File: config.mk
export PLATFORM = sky130hd
export DESIGN_NAME = cl_sde_img_sched
export DESIGN_NICKNAME = d
export VERILOG_FILES = /design/src/rtl/cl_sde_img_sched.sv
export SDC_FILE = /design/constraint.sdc
export NUM_CORES = 1
export LEC_CHECK = 0
export BUFFER_PORTS_ARGS = -buffer_cell sky130_fd_sc_hd__buf_2
export CORE_MARGIN = 2
export CORE_UTILIZATION = 59
export DETAILED_ROUTE_END_ITERATION = 6
export GPL_TIMING_DRIVEN = 1
export MAX_ROUTING_LAYER = met4
export PLACE_DENSITY = 0.91
export SYNTH_ARGS = -nofsm -noshare
export SYNTH_HDL_FRONTEND = slang
export SYNTH_SLANG_ARGS = --single-unit
File: constraint.sdc
create_clock -name clk -period 6.2 [get_ports clk]
set_input_delay 0.93 -clock clk [delete_from_list [all_inputs] [get_ports clk]]
set_output_delay 0.93 -clock clk [all_outputs]
set_load 0.01 [all_outputs]
File: src/rtl/cl_sde_img_sched.sv
// Image scheduler: streams whole images from the input FIFO into the CNN when
// there is room in flight and output credit, then writes each result as RES_BEATS slices.
module cl_sde_img_sched #(
  parameter int IMG_BEATS    = 1024,
  parameter int RES_BEATS    = 7,
  parameter int MAX_INFLIGHT = 4,
  parameter int OUT_DEPTH    = 64
) (
  input  logic        clk,
  input  logic        rst_n,
  input  logic        cfg_enable,
  input  logic [15:0] inp_count,
  output logic        pix_rd_en,
  input  logic        cnn_vld,
  output logic        res_wr_en,
  output logic [2:0]  res_idx,
  input  logic        out_pop,
  output logic        sts_busy,
  output logic [2:0]  sts_inflight,
  output logic [31:0] sts_img_in,
  output logic [31:0] sts_img_out,
  output logic        sts_err_unexp,
  output logic        sts_err_ovr
);
  localparam int BW = (IMG_BEATS > 1) ? $clog2(IMG_BEATS) : 1;
  localparam int CW = $clog2(OUT_DEPTH + 1);
  localparam logic [BW-1:0] LAST_BEAT = BW'(IMG_BEATS - 1);
  localparam logic [CW-1:0] RB        = CW'(RES_BEATS);
  localparam logic [CW-1:0] DEPTH     = CW'(OUT_DEPTH);
  localparam logic [2:0]    LAST_IDX  = 3'(RES_BEATS - 1);

  typedef enum logic [1:0] {IDLE, WAIT, STREAM} state_t;

  state_t        state, state_nxt;
  logic [BW-1:0] beat;
  logic [2:0]    inflight, inflight_nxt;
  logic [CW-1:0] credit, cred_nxt;
  logic [CW:0]   cred_sum;
  logic          start, last_beat, cnn_acc;

  always_comb begin
    start     = (state == WAIT) && cfg_enable && (inp_count >= 16'(IMG_BEATS)) &&
                ({1'b0, inflight} < 4'(MAX_INFLIGHT)) && (credit >= RB);
    last_beat = (state == STREAM) && (beat == LAST_BEAT);
    cnn_acc   = cnn_vld && (inflight != 3'd0);
    state_nxt = state;
    case (state)
      IDLE:    if (cfg_enable) state_nxt = WAIT;
      WAIT:    if (!cfg_enable) state_nxt = IDLE;
               else if (start) state_nxt = STREAM;
      STREAM:  if (last_beat) state_nxt = cfg_enable ? WAIT : IDLE;
      default: state_nxt = IDLE;
    endcase
  end

  // Start only fires with credit >= RB, so the subtraction cannot underflow.
  always_comb begin
    cred_sum = {1'b0, credit} + {{CW{1'b0}}, out_pop};
    if (start) cred_sum = cred_sum - {1'b0, RB};
    cred_nxt = (cred_sum > {1'b0, DEPTH}) ? DEPTH : cred_sum[CW-1:0];
  end

  always_comb begin
    inflight_nxt = inflight;
    case ({last_beat, cnn_acc})
      2'b10:   inflight_nxt = inflight + 3'd1;
      2'b01:   inflight_nxt = inflight - 3'd1;
      default: inflight_nxt = inflight;
    endcase
  end

  always_ff @(posedge clk or negedge rst_n) begin
    if (!rst_n) begin
      state      <= IDLE;
      pix_rd_en  <= 1'b0;
      beat       <= '0;
      inflight   <= '0;
      credit     <= DEPTH;
      sts_img_in <= '0;
    end else begin
      state      <= state_nxt;
      pix_rd_en  <= (state_nxt == STREAM);
      beat       <= (state == STREAM && !last_beat) ? beat + BW'(1) : '0;
      inflight   <= inflight_nxt;
      credit     <= cred_nxt;
      if (last_beat) sts_img_in <= sts_img_in + 32'd1;
    end
  end

  // A result arriving mid-write is dropped; the running sequence is never restarted.
  always_ff @(posedge clk or negedge rst_n) begin
    if (!rst_n) begin
      res_wr_en     <= 1'b0;
      res_idx       <= '0;
      sts_img_out   <= '0;
      sts_err_unexp <= 1'b0;
      sts_err_ovr   <= 1'b0;
    end else begin
      if (res_wr_en) begin
        if (res_idx == LAST_IDX) begin
          res_wr_en   <= 1'b0;
          res_idx     <= '0;
          sts_img_out <= sts_img_out + 32'd1;
        end else begin
          res_idx <= res_idx + 3'd1;
        end
      end else if (cnn_acc) begin
        res_wr_en <= 1'b1;
        res_idx   <= '0;
      end
      if (cnn_vld && inflight == 3'd0) sts_err_unexp <= 1'b1;
      if (cnn_acc && res_wr_en)        sts_err_ovr   <= 1'b1;
    end
  end

  assign sts_inflight = inflight;
  assign sts_busy     = (state != IDLE) || (inflight != 3'd0);
endmodule

==> results of run 1 <==
-- critical path, delay by kind of cell --
kind            cells  cell delay [ns]
simple gates        3             0.72
buf+inv             1             0.10
xor+xnor            1             0.64
compound gates      2             0.45
fa+ha+maj           1             0.20
-- metal layers --
metal	up-vias	routed length [um]	track usage, %	part of all wire [%]
met4	0	122	8.081	1.3
met3	11	323	3.071	3.5
met2	89	4799	41.60	53
met1	1640	3871	28.36	42
li1	1639	-	-	-
met5	-	0	-	0
-- stage by stage --
step                      instance area (um2)  std cells  utilization [%]  hold WS [ns]  worst slack [ns]
final                                    5221        619            71.60        0.4706             3.425
after global routing                     5221        619            71.60        0.4876             3.392
after CTS                                5221        619            71.60        0.4736             3.537
after detailed placement                 5021        603            68.86        0.4607             3.185
after global placement                   5021        603            68.86        0.4371             3.257
after floorplan                          4483        421                -        0.4882             3.551
-- registers in the layout (all words and copies together), names as in the netlist --
| register | count |
|---|---|
| res_wr_en | 1 |
| pix_rd_en | 1 |
| sts_err_ovr | 1 |
| sts_img_in | 32 |
| sts_img_out | 32 |
| sts_err_unexp | 1 |
| credit | 7 |
| state | 2 |
| sts_inflight | 3 |
| beat | 10 |
| res_idx | 3 |
-- synthesized netlist by cell type, types with 2 or more instances --
master / count
nand4_1: 17
nand3_1: 31
nor3_1: 7
o21ai_0: 7
xor2_1: 35
a31oi_1: 2
nand2_1: 43
nor2b_1: 5
inv_1: 9
nor3b_1: 2
ha_1: 7
and4_1: 2
dfrtp_1: 92
a21o_1: 2
nor3_2: 3
mux2_2: 4
and3_1: 17
nand3_2: 2
or3_1: 3
a21oi_1: 5
nor2_1: 42
nor4_1: 5
and2_1: 2
buf_2: 2
xnor2_1: 50
-- cell families (layout without fill, tap and decap cells) --
kind of cell | Yosys count | after routing
and+or+nand+nor | 195 | 195
AOI/OAI and AO/OA | 23 | 23
muxes | 5 | 5
buffers and inverters | 12 | 111
DFF | 93 | 93
adders and majority gates | 8 | 8
xor gates and xnor gates | 85 | 85
-- layout make-up --
class	instances	area (um2)
Sequential cell	93	2328
Multi-Input combinational cell	316	2100
Fill cell	562	2071
Timing Repair Buffer	86	435.4
Clock buffer	11	141.4
Tap cell	99	123.9
Clock inverter	5	58.81
Inverter	9	33.78
-- power by group --
| part | leakage [uW] | total, uW | internal, uW | switching (uW) |
|---|---|---|---|---|
| Combinational | 0.00127 | 350 | 155 | 195 |
| Clock | 0.0000959 | 408 | 198 | 209 |
| Sequential | 0.00126 | 747 | 670 | 77.3 |
-- worst max-delay path by stage --
stage	startpoint	to	slack [ns]
after detailed placement	out_pop	credit[0]	3.19
after CTS	out_pop	credit[0]	3.54
after global placement	out_pop	credit[0]	3.26
final	out_pop	credit[0]	3.42
after floorplan	out_pop	credit[0]	3.55
after global routing	out_pop	credit[0]	3.39
==> impl_metrics.yaml, run 1 <==
critical_path:
  arrival_ns: 3.04
  slowest_delay_ns: 0.64
  start_kind: "primary input"
  reg2reg_depth: 7
  path_class: "in -> reg"
  critPathSlowestCell: "xor2_1"
  crit_path_end_kind: "flip-flop"
  reg2reg_slack_ns: 3.71
  cp_max_fo: 11
  cp_cell_sequence: "buf_2, ha_1, nand3_1, xor2_1, nand2_1, nor4_1, o221ai_1, a211oi_1"
  reg2reg_from: "credit[0]"
  r2r-end: "credit[0]"
  worstPathRequired_ns: 6.47
power:
  p_per_area_nw_per_um2: 288.3
  p_leak_uw: 0.002628
  peakVddDrop_uv: 241.2
  finalPower_uw: 1506
floorplanning:
  num_rows: 31
  die_area_um2: 8312
  start_util_pct: 61.48
  fp.dieH_um: 91.17
  io-pin-count: 96
  die_width_um: 91.17
  fp.coreArea_um2: 7292
clocking:
  ctsHoldBuffers: 0
  htreeDepth: 3
  post_cts_buffers: 0
  clk_pin_slew_ns: 0.09
  clkLatencyLatePin_ns: 0.36
  cts_max_path_buffers: 2
  cts_resized: 0
  cts.sinks: 93
  cts_tree: "built"
  cts-root-buf: "clkbuf_8"
  cts_buffers: 9
sta:
  fmax_mhz: 360.3
  final_hold_viol_count: 0
  worstMarginPinSlew_ns: 0.7647
  tns_ns: 0
  setup_violations: 0
  rsz0062_at_grt: "no"
  slew_headroom_pct: 48.85
  skew_ns: 0.01348
  finalCritPeriodShare_pct: 44.77
  min_period_ns: 2.775
  slew_violations: 0
cells_and_area:
  finalNetCount: 544
  final_common_cell: "dfrtp_1"
  antenna_cells: 0
  drive_gt1_share_pct: 23.08
  syn2layout_area_growth_pct: 16.47
  final_cell_mix: "92 x dfrtp_1, 84 x buf_2, 50 x xnor2_1"
routing:
  vias_per_cell: 5.459
  first_iter_violations: 146
  drt-total-wl_mm: 9.116
  ant_nets: 0
  drt-wirelength-per-cell_um: 14.73
  drcViolationCount: 0
  dr.pass1.iters: 5
  num_vias: 3379
global_route:
  track_usage_pct: 23.74
  grt_remaining_overflow: 0
  grt_max_degree: 49
  grt_pass1_wl_mm: 15.74
  antenna_found_initial: 0
  grt_pass1_vias: 3457
place:
  io_buffers: 85
  gp_congestion: 0.8692
  dp_hpwl_mm: 6.757
synthesis:
  yosys_warnings: 0
  synth-xor-area-share_pct: 16.61
  yosys.area.top_type: "dfrtp_1"
  synth.avg_cell_area_um2: 10.65
  yosys.cell_types.count: 50
  syn_inst: 421
  synth_fp_nets: 450
  synth_top_family_by_area: "simple AND/OR/NAND/NOR gates"
  async_flop_share_pct: 100.0
  synth_edf_count: 0
  synthDominantCellAreaShare_pct: 51.35
  synthSimpleGateAreaFrac_pct: 23.30
  synth-seq-cells: 93
  muxShareOfSynthArea_pct: 1.228
  syn-cell-area_um2: 4483
  ys.flop_type: "dfrtp_1"
  ys_top_cells_by_area: "dfrtp_1 51%, xnor2_1 9.8%, xor2_1 6.8%"
  synth_fa_ha_area_share_pct: 2.400
  yosysSeqAreaShare_pct: 51.94
  synth_compound_area_share_pct: 3.293
worst_hold_path:
  holdPathStages: 1
  min_from: "sts_img_out[31]"
  hold_class: "reg -> reg"
  hold_end: "sts_img_out[31]"
flow_run:
  cap_violations: 0
run_status:
  status: "finished, final reports clean"
No activity file was read; power rests on OpenSTA's default activity.
==> run 2, diff against run 1 <==
Settings changed: CORE_UTILIZATION 59 to 55, PLACE_DENSITY 0.91 to 0.86.
Clock period 6.2 ns to 2.9 ns, I/O delays scaled along.
==> run 2 against run 1 <==
  * Flip-flop and latch count stayed put
  * Highest routed layer unchanged
  * Largest cell class unchanged
  * First-iteration DRC count grew 13%
  * Total power rose by 120%
==> impl_metrics.yaml, run 2 (synthesis gave the netlist of run 1 again) <==
cells_and_area:
  syn2layout_area_growth_pct: 17.56
  antenna_cells: 0
  layoutNonFillerInstCount: 623
  finalNetCount: 545
  final_common_cell: "dfrtp_1"
  drive_gt1_share_pct: 23.22
  final_cell_mix: "92 x dfrtp_1, 84 x buf_2, 50 x xnor2_1"
  largestRegisters: "sts_img_in: 32 flops, sts_img_out: 32 flops, beat: 10 flops"
critical_path:
  critical_path.startpoint: "credit[0]"
  critPathSlowestCell: "xor2_1"
  crit_path_end: "credit[0]"
  reg2reg_from: "credit[0]"
  worstSetupPathDepth: 8
  arrival_ns: 2.56
  worstPathRequired_ns: 3.16
  reg2reg_depth: 8
  r2r-end: "credit[0]"
  start_kind: "flip-flop"
  cp_max_fo: 6
  critPathMostFrequentCell: "ha_1"
  crit_path_end_kind: "flip-flop"
  path_class: "reg -> reg"
  reg2reg_slack_ns: 0.60
  cp_cell_sequence: "ha_1, ha_1, xor2_1, and3_1, nand4_1, a21oi_1, o221ai_1, a211oi_1"
  slowest_delay_ns: 0.44
  path_buf_inv: 0
  cp_top_family: "compound AO/OA/AOI/OAI gates"
global_route:
  grt_max_degree: 61
  grt_remaining_overflow: 0
  grt_pass1_vias: 3219
  antenna_found_initial: 0
  track_usage_pct: 21.52
  grt_pass1_wl_mm: 14.74
clocking:
  cts-root-buf: "clkbuf_8"
  cts_resized: 0
  clk_pin_slew_ns: 0.09
  post_cts_buffers: 0
  htreeDepth: 3
  clkLatencyLatePin_ns: 0.35
  cts.sinks: 93
  cts_tree: "built"
  ctsHoldBuffers: 0
  cts_max_path_buffers: 2
  cts_buffers: 9
sta:
  min_period_ns: 2.300
  finalCritPeriodShare_pct: 79.30
  worstMarginPinSlew_ns: 0.7602
  fin_hold_ws_ns: 0.1429
  fmax_mhz: 434.8
  slew_violations: 0
  final_hold_viol_count: 0
  skew_ns: 0.01277
  rsz0062_at_grt: "no"
  setup_violations: 0
  tns_ns: 0
  slew_headroom_pct: 49.32
place:
  dp_cells: 607
  gp_congestion: 0.8376
  io_buffers: 85
  dp_hpwl_mm: 6.304
worst_hold_path:
  hold_class: "in -> async"
routing:
  vias_per_cell: 5.377
  dr.pass1.iters: 4
  drt-wirelength-per-cell_um: 14.11
  ant_nets: 0
  num_vias: 3350
  drcViolationCount: 0
  first_iter_violations: 165
  drt-total-wl_mm: 8.789
power:
  finalPower_uw: 3304
  peakVddDrop_uv: 493.1
  p_per_area_nw_per_um2: 626.9
  p_leak_uw: 0.002647
flow_run:
  cap_violations: 0
floorplanning:
  fp.dieH_um: 94.28
  die_area_um2: 8889
  die_width_um: 94.28
  fp.coreArea_um2: 7807
  io-pin-count: 96
  start_util_pct: 57.42
  num_rows: 32
run_status:
  status: "finished, final reports clean"
==> run 2: changes by cell type in the layout (fill, tap and decap cells not counted), sizes merged <==
cell    change
buf         +1
inv         -1
bufinv      +1
==> run 2: how the worst min path moves through the flow <==
stage                      to  slack (ns)  depth (start not counted)
2_1_floorplan         beat[0]        0.14                          0
3_3_place_gp    sts_err_unexp        0.44                          1
3_5_place_dp      sts_err_ovr        0.44                          1
4_1_cts        sts_img_in[15]        0.18                          1
5_1_grt        sts_img_in[12]        0.20                          1
6_report       sts_img_in[13]        0.14                          1
==> run 2: final cells by class <==
type	instances	area (um2)
Clock inverter	5	83.83
Timing Repair Buffer	87	455.4
Tap cell	102	127.6
Clock buffer	11	141.4
Inverter	9	33.78
Sequential cell	93	2328
Multi-Input combinational cell	316	2100
Fill cell	610	2537
==> run 2: where the power goes <==
group	switching (uW)	internal, uW	total, uW
Sequential	164	1430	1600
Combinational	407	336	743
Clock	453	511	964
==> run 2: metrics by stage <==
| step | instance area [um2] | util [%] | setup slack, ns |
|---|---|---|---|
| 2_1_floorplan | 4483 | - | 0.7463 |
| 3_3_place_gp | 5045 | 64.62 | 0.5220 |
| 3_5_place_dp | 5045 | 64.62 | 0.4854 |
| 4_1_cts | 5270 | 67.50 | 0.6320 |
| 5_1_grt | 5270 | 67.50 | 0.3953 |
| 6_report | 5270 | 67.50 | 0.6002 |
==> run 2: routing by layer <==
layer  vias up  track usage [%]  routed length (um)  share of wire [%]
li1       1638                -                   -                  -
met1      1614            28.64                4092                 47
met2        88            34.29                4270                 49
met3        10            3.772                 322                3.7
met4         0            6.159                 104                1.2
met5         -                -                   0                  0
==> run 3, diff against run 2 <==
Settings changed: ABC_AREA from default to 1, CORE_UTILIZATION 55 to 56.
Clock period 2.9 ns to 2.12 ns, I/O delays scaled along.
==> run 3 against run 2 <==
  * Register-to-register slack lost 0.49 ns
  * Cell count increased by 38%
  * Combinational power rose by 84%
  * Hold slack gained 0.052 ns
  * Via count grew 34%
  * Clock skew about the same
  * Utilization decreased by 0.063 points
  * Die area increased by 14%
  * Fmax increased by 14%
  * Global-route usage increased by 3.6 points
  * Clock power is 20% higher
  * Critical path type unchanged
  * Largest cell class is now multi-input combinational cells
==> impl_metrics.yaml, run 3 <==
sta:
  rsz0062_at_grt: "yes"
  skew_ns: 0.01240
  fmax_mhz: 496.9
  worstMarginPinSlew_ns: 0.4800
  setup_ws_ns: 0.1075
  finalCritPeriodShare_pct: 94.93
  slew_violations: 0
  setup_violations: 0
  slew_headroom_pct: 67.71
  min_period_ns: 2.012
  final_hold_viol_count: 0
synthesis:
  ys_top_cells_by_area: "dfrtp_1 44%, nand2_1 12%, xor2_1 7.8%"
  synth_fp_nets: 665
  synth_compound_area_share_pct: 3.171
  synth-seq-cells: 93
  yosys.area.top_type: "dfrtp_1"
  synth_top_family_by_area: "simple AND/OR/NAND/NOR gates"
  synth.avg_cell_area_um2: 8.251
  async_flop_share_pct: 100.0
  synthDominantCellAreaShare_pct: 43.87
  yosysSeqAreaShare_pct: 44.37
  syn_inst: 636
  synth-xor-area-share_pct: 10.97
  synth_edf_count: 0
  muxShareOfSynthArea_pct: 0
  syn-cell-area_um2: 5248
  yosys_warnings: 0
  yosys.cell_types.count: 36
  synthSimpleGateAreaFrac_pct: 33.29
  synthTopCellsByCount: "161 x nand2_1, 92 x dfrtp_1, 74 x nor2_1"
  synth_most_common_cell: "nand2_1"
  ys.flop_type: "dfrtp_1"
  synth_fa_ha_area_share_pct: 2.051
place:
  dp_hpwl_mm: 8.951
  io_buffers: 85
  place_ws_ns: -0.04416
  gp_congestion: 0.8986
  placed_area_um2: 5883
clocking:
  clkLatencyLatePin_ns: 0.36
  cts_tree: "built"
  cts.sinks: 93
  cts_max_path_buffers: 2
  cts-root-buf: "clkbuf_8"
  htreeDepth: 3
  cts_buffers: 9
  clk_pin_slew_ns: 0.08
cells_and_area:
  drive_gt1_share_pct: 23.69
  final_common_cell: "nand2_1"
  final_cell_mix: "160 x nand2_1, 92 x dfrtp_1, 84 x buf_2"
  finalNetCount: 771
  syn2layout_area_growth_pct: 17.62
  final_area_um2: 6172
  largestRegisters: "sts_img_in: 32 flops, sts_img_out: 32 flops, beat: 10 flops"
  antenna_cells: 0
floorplanning:
  die_width_um: 100.8
  start_util_pct: 57.33
  io-pin-count: 96
  num_rows: 35
  die_area_um2: 10160
  fp.dieH_um: 100.8
  fp.coreArea_um2: 9153
critical_path:
  path_class: "reg -> reg"
  critPathSlowestCell: "dfrtp_1"
  crit_path_end_kind: "flip-flop"
  slowest_delay_ns: 0.40
  reg2reg_slack_ns: 0.11
  arrival_ns: 2.29
  reg2reg_depth: 14
  reg2reg_from: "credit[0]"
  cp_max_fo: 4
  worstPathRequired_ns: 2.40
  r2r-end: "credit[1]"
  start_kind: "flip-flop"
  cp_cell_sequence: "ha_2, ha_4, ha_1, inv_1, nor2_1, nor2_2, nand3_2, nor2_2, nand2_1, nand2_2, inv_2, nand2_1, nand2_2, nor2_1"
power:
  finalPower_uw: 4702
  p_seq_share_pct: 46.2
  combPwrFrac_pct: 29.1
  p_sw_uw: 1658
  p_leak_uw: 0.003245
  power.share.clock_pct: 24.8
  p_sw_share_pct: 35.25
  p_per_area_nw_per_um2: 761.8
  intPower_uw: 3044
  peakVddDrop_uv: 365.0
global_route:
  grt_pass1_vias: 4474
  grt_pass1_wl_mm: 19.88
  track_usage_pct: 25.11
  grt_max_degree: 44
  grt_remaining_overflow: 0
  antenna_found_initial: 0
routing:
  drt-wirelength-per-cell_um: 13.50
  vias_per_cell: 5.230
  first_iter_violations: 154
  num_vias: 4487
  drt-total-wl_mm: 11.59
  ant_nets: 0
  drcViolationCount: 0
  dr.pass1.iters: 4
flow_run:
  cap_violations: 0
worst_hold_path:
  min_from: "cnn_vld"
  holdPathStages: 2
  hold_class: "in -> reg"
  hold_end: "sts_err_unexp"
run_status:
  status: "finished, final reports clean"
## run 3: layout make-up
type	count	area [um2]
tap	111	138.9
fill	725	2980
inverter	79	299.0
clock inverter	5	60.06
clock buffer	11	131.4
multi-input combinational	459	2659
timing repair buffer	100	555.5
sequential	93	2328
## run 3: stage by stage
| stage | hold slack, ns | cells | setup TNS (ns) | util [%] |
|---|---|---|---|---|
| 3_5_place_dp | 0.2623 | 838 | -0.1750 | 64.28 |
| 5_1_grt | 0.1831 | 858 | -0.1173 | 67.44 |
| 2_1_floorplan | 0.02241 | 636 | 0 | - |
| 3_3_place_gp | 0.2516 | 838 | 0 | 64.28 |
| 4_1_cts | 0.1815 | 855 | -0.001801 | 66.51 |
| 6_report | 0.1945 | 858 | 0 | 67.44 |
## run 3: routing by layer
metal	global-route usage, %	vias to the layer above	wire, um
li1	-	2231	-
met3	3.121	21	530
met4	8.957	0	198
met1	32.20	2104	5132
met2	41.23	131	5726
met5	-	-	0
## run 3: worst max-delay path: cells and delay by family (launching register included)
family,cells,cell delay [ns]
AND/OR/NAND/NOR,9,0.80
flip-flops,1,0.40
buffers and inverters,2,0.13
adder cells (fa/ha/maj),3,0.60
## run 3: cell families after synthesis
kind of cell    Yosys count
compound gates           29
flops                    93
fa+ha+maj                 8
buf+inv                  84
xor+xnor                 64
simple gates            358
## run 3: power groups by stage
stage | Sequential [uW] | Combinational, uW | Clock (uW)
global placement | 2180 | 1200 | 0
global route | 2200 | 1560 | 1270
floorplan | 2200 | 849 | 0
finish | 2170 | 1370 | 1160
CTS | 2170 | 1290 | 1200
detailed placement | 2200 | 1270 | 0
## run 3: worst max path at each step
stage	startpoint	endpoint	slack (ns)	cells past startpoint
2_1_floorplan	beat[0]	sts_inflight[2]	0.01	14
3_3_place_gp	beat[0]	sts_inflight[2]	0.02	14
3_5_place_dp	out_pop	credit[1]	-0.04	15
4_1_cts	beat[0]	sts_inflight[2]	-0.002	14
5_1_grt	credit[0]	credit[2]	-0.04	14
6_report	credit[0]	credit[1]	0.11	14
## run 3: what timing repair did
item                                    4_1_cts  5_1_grt
setup buffers                                 0        3
hold buffers                                  1        0
resized for setup                             3       16
endpoints found under the setup margin        4        8
endpoints found under the hold margin        25        0
pin swaps                                     1        7
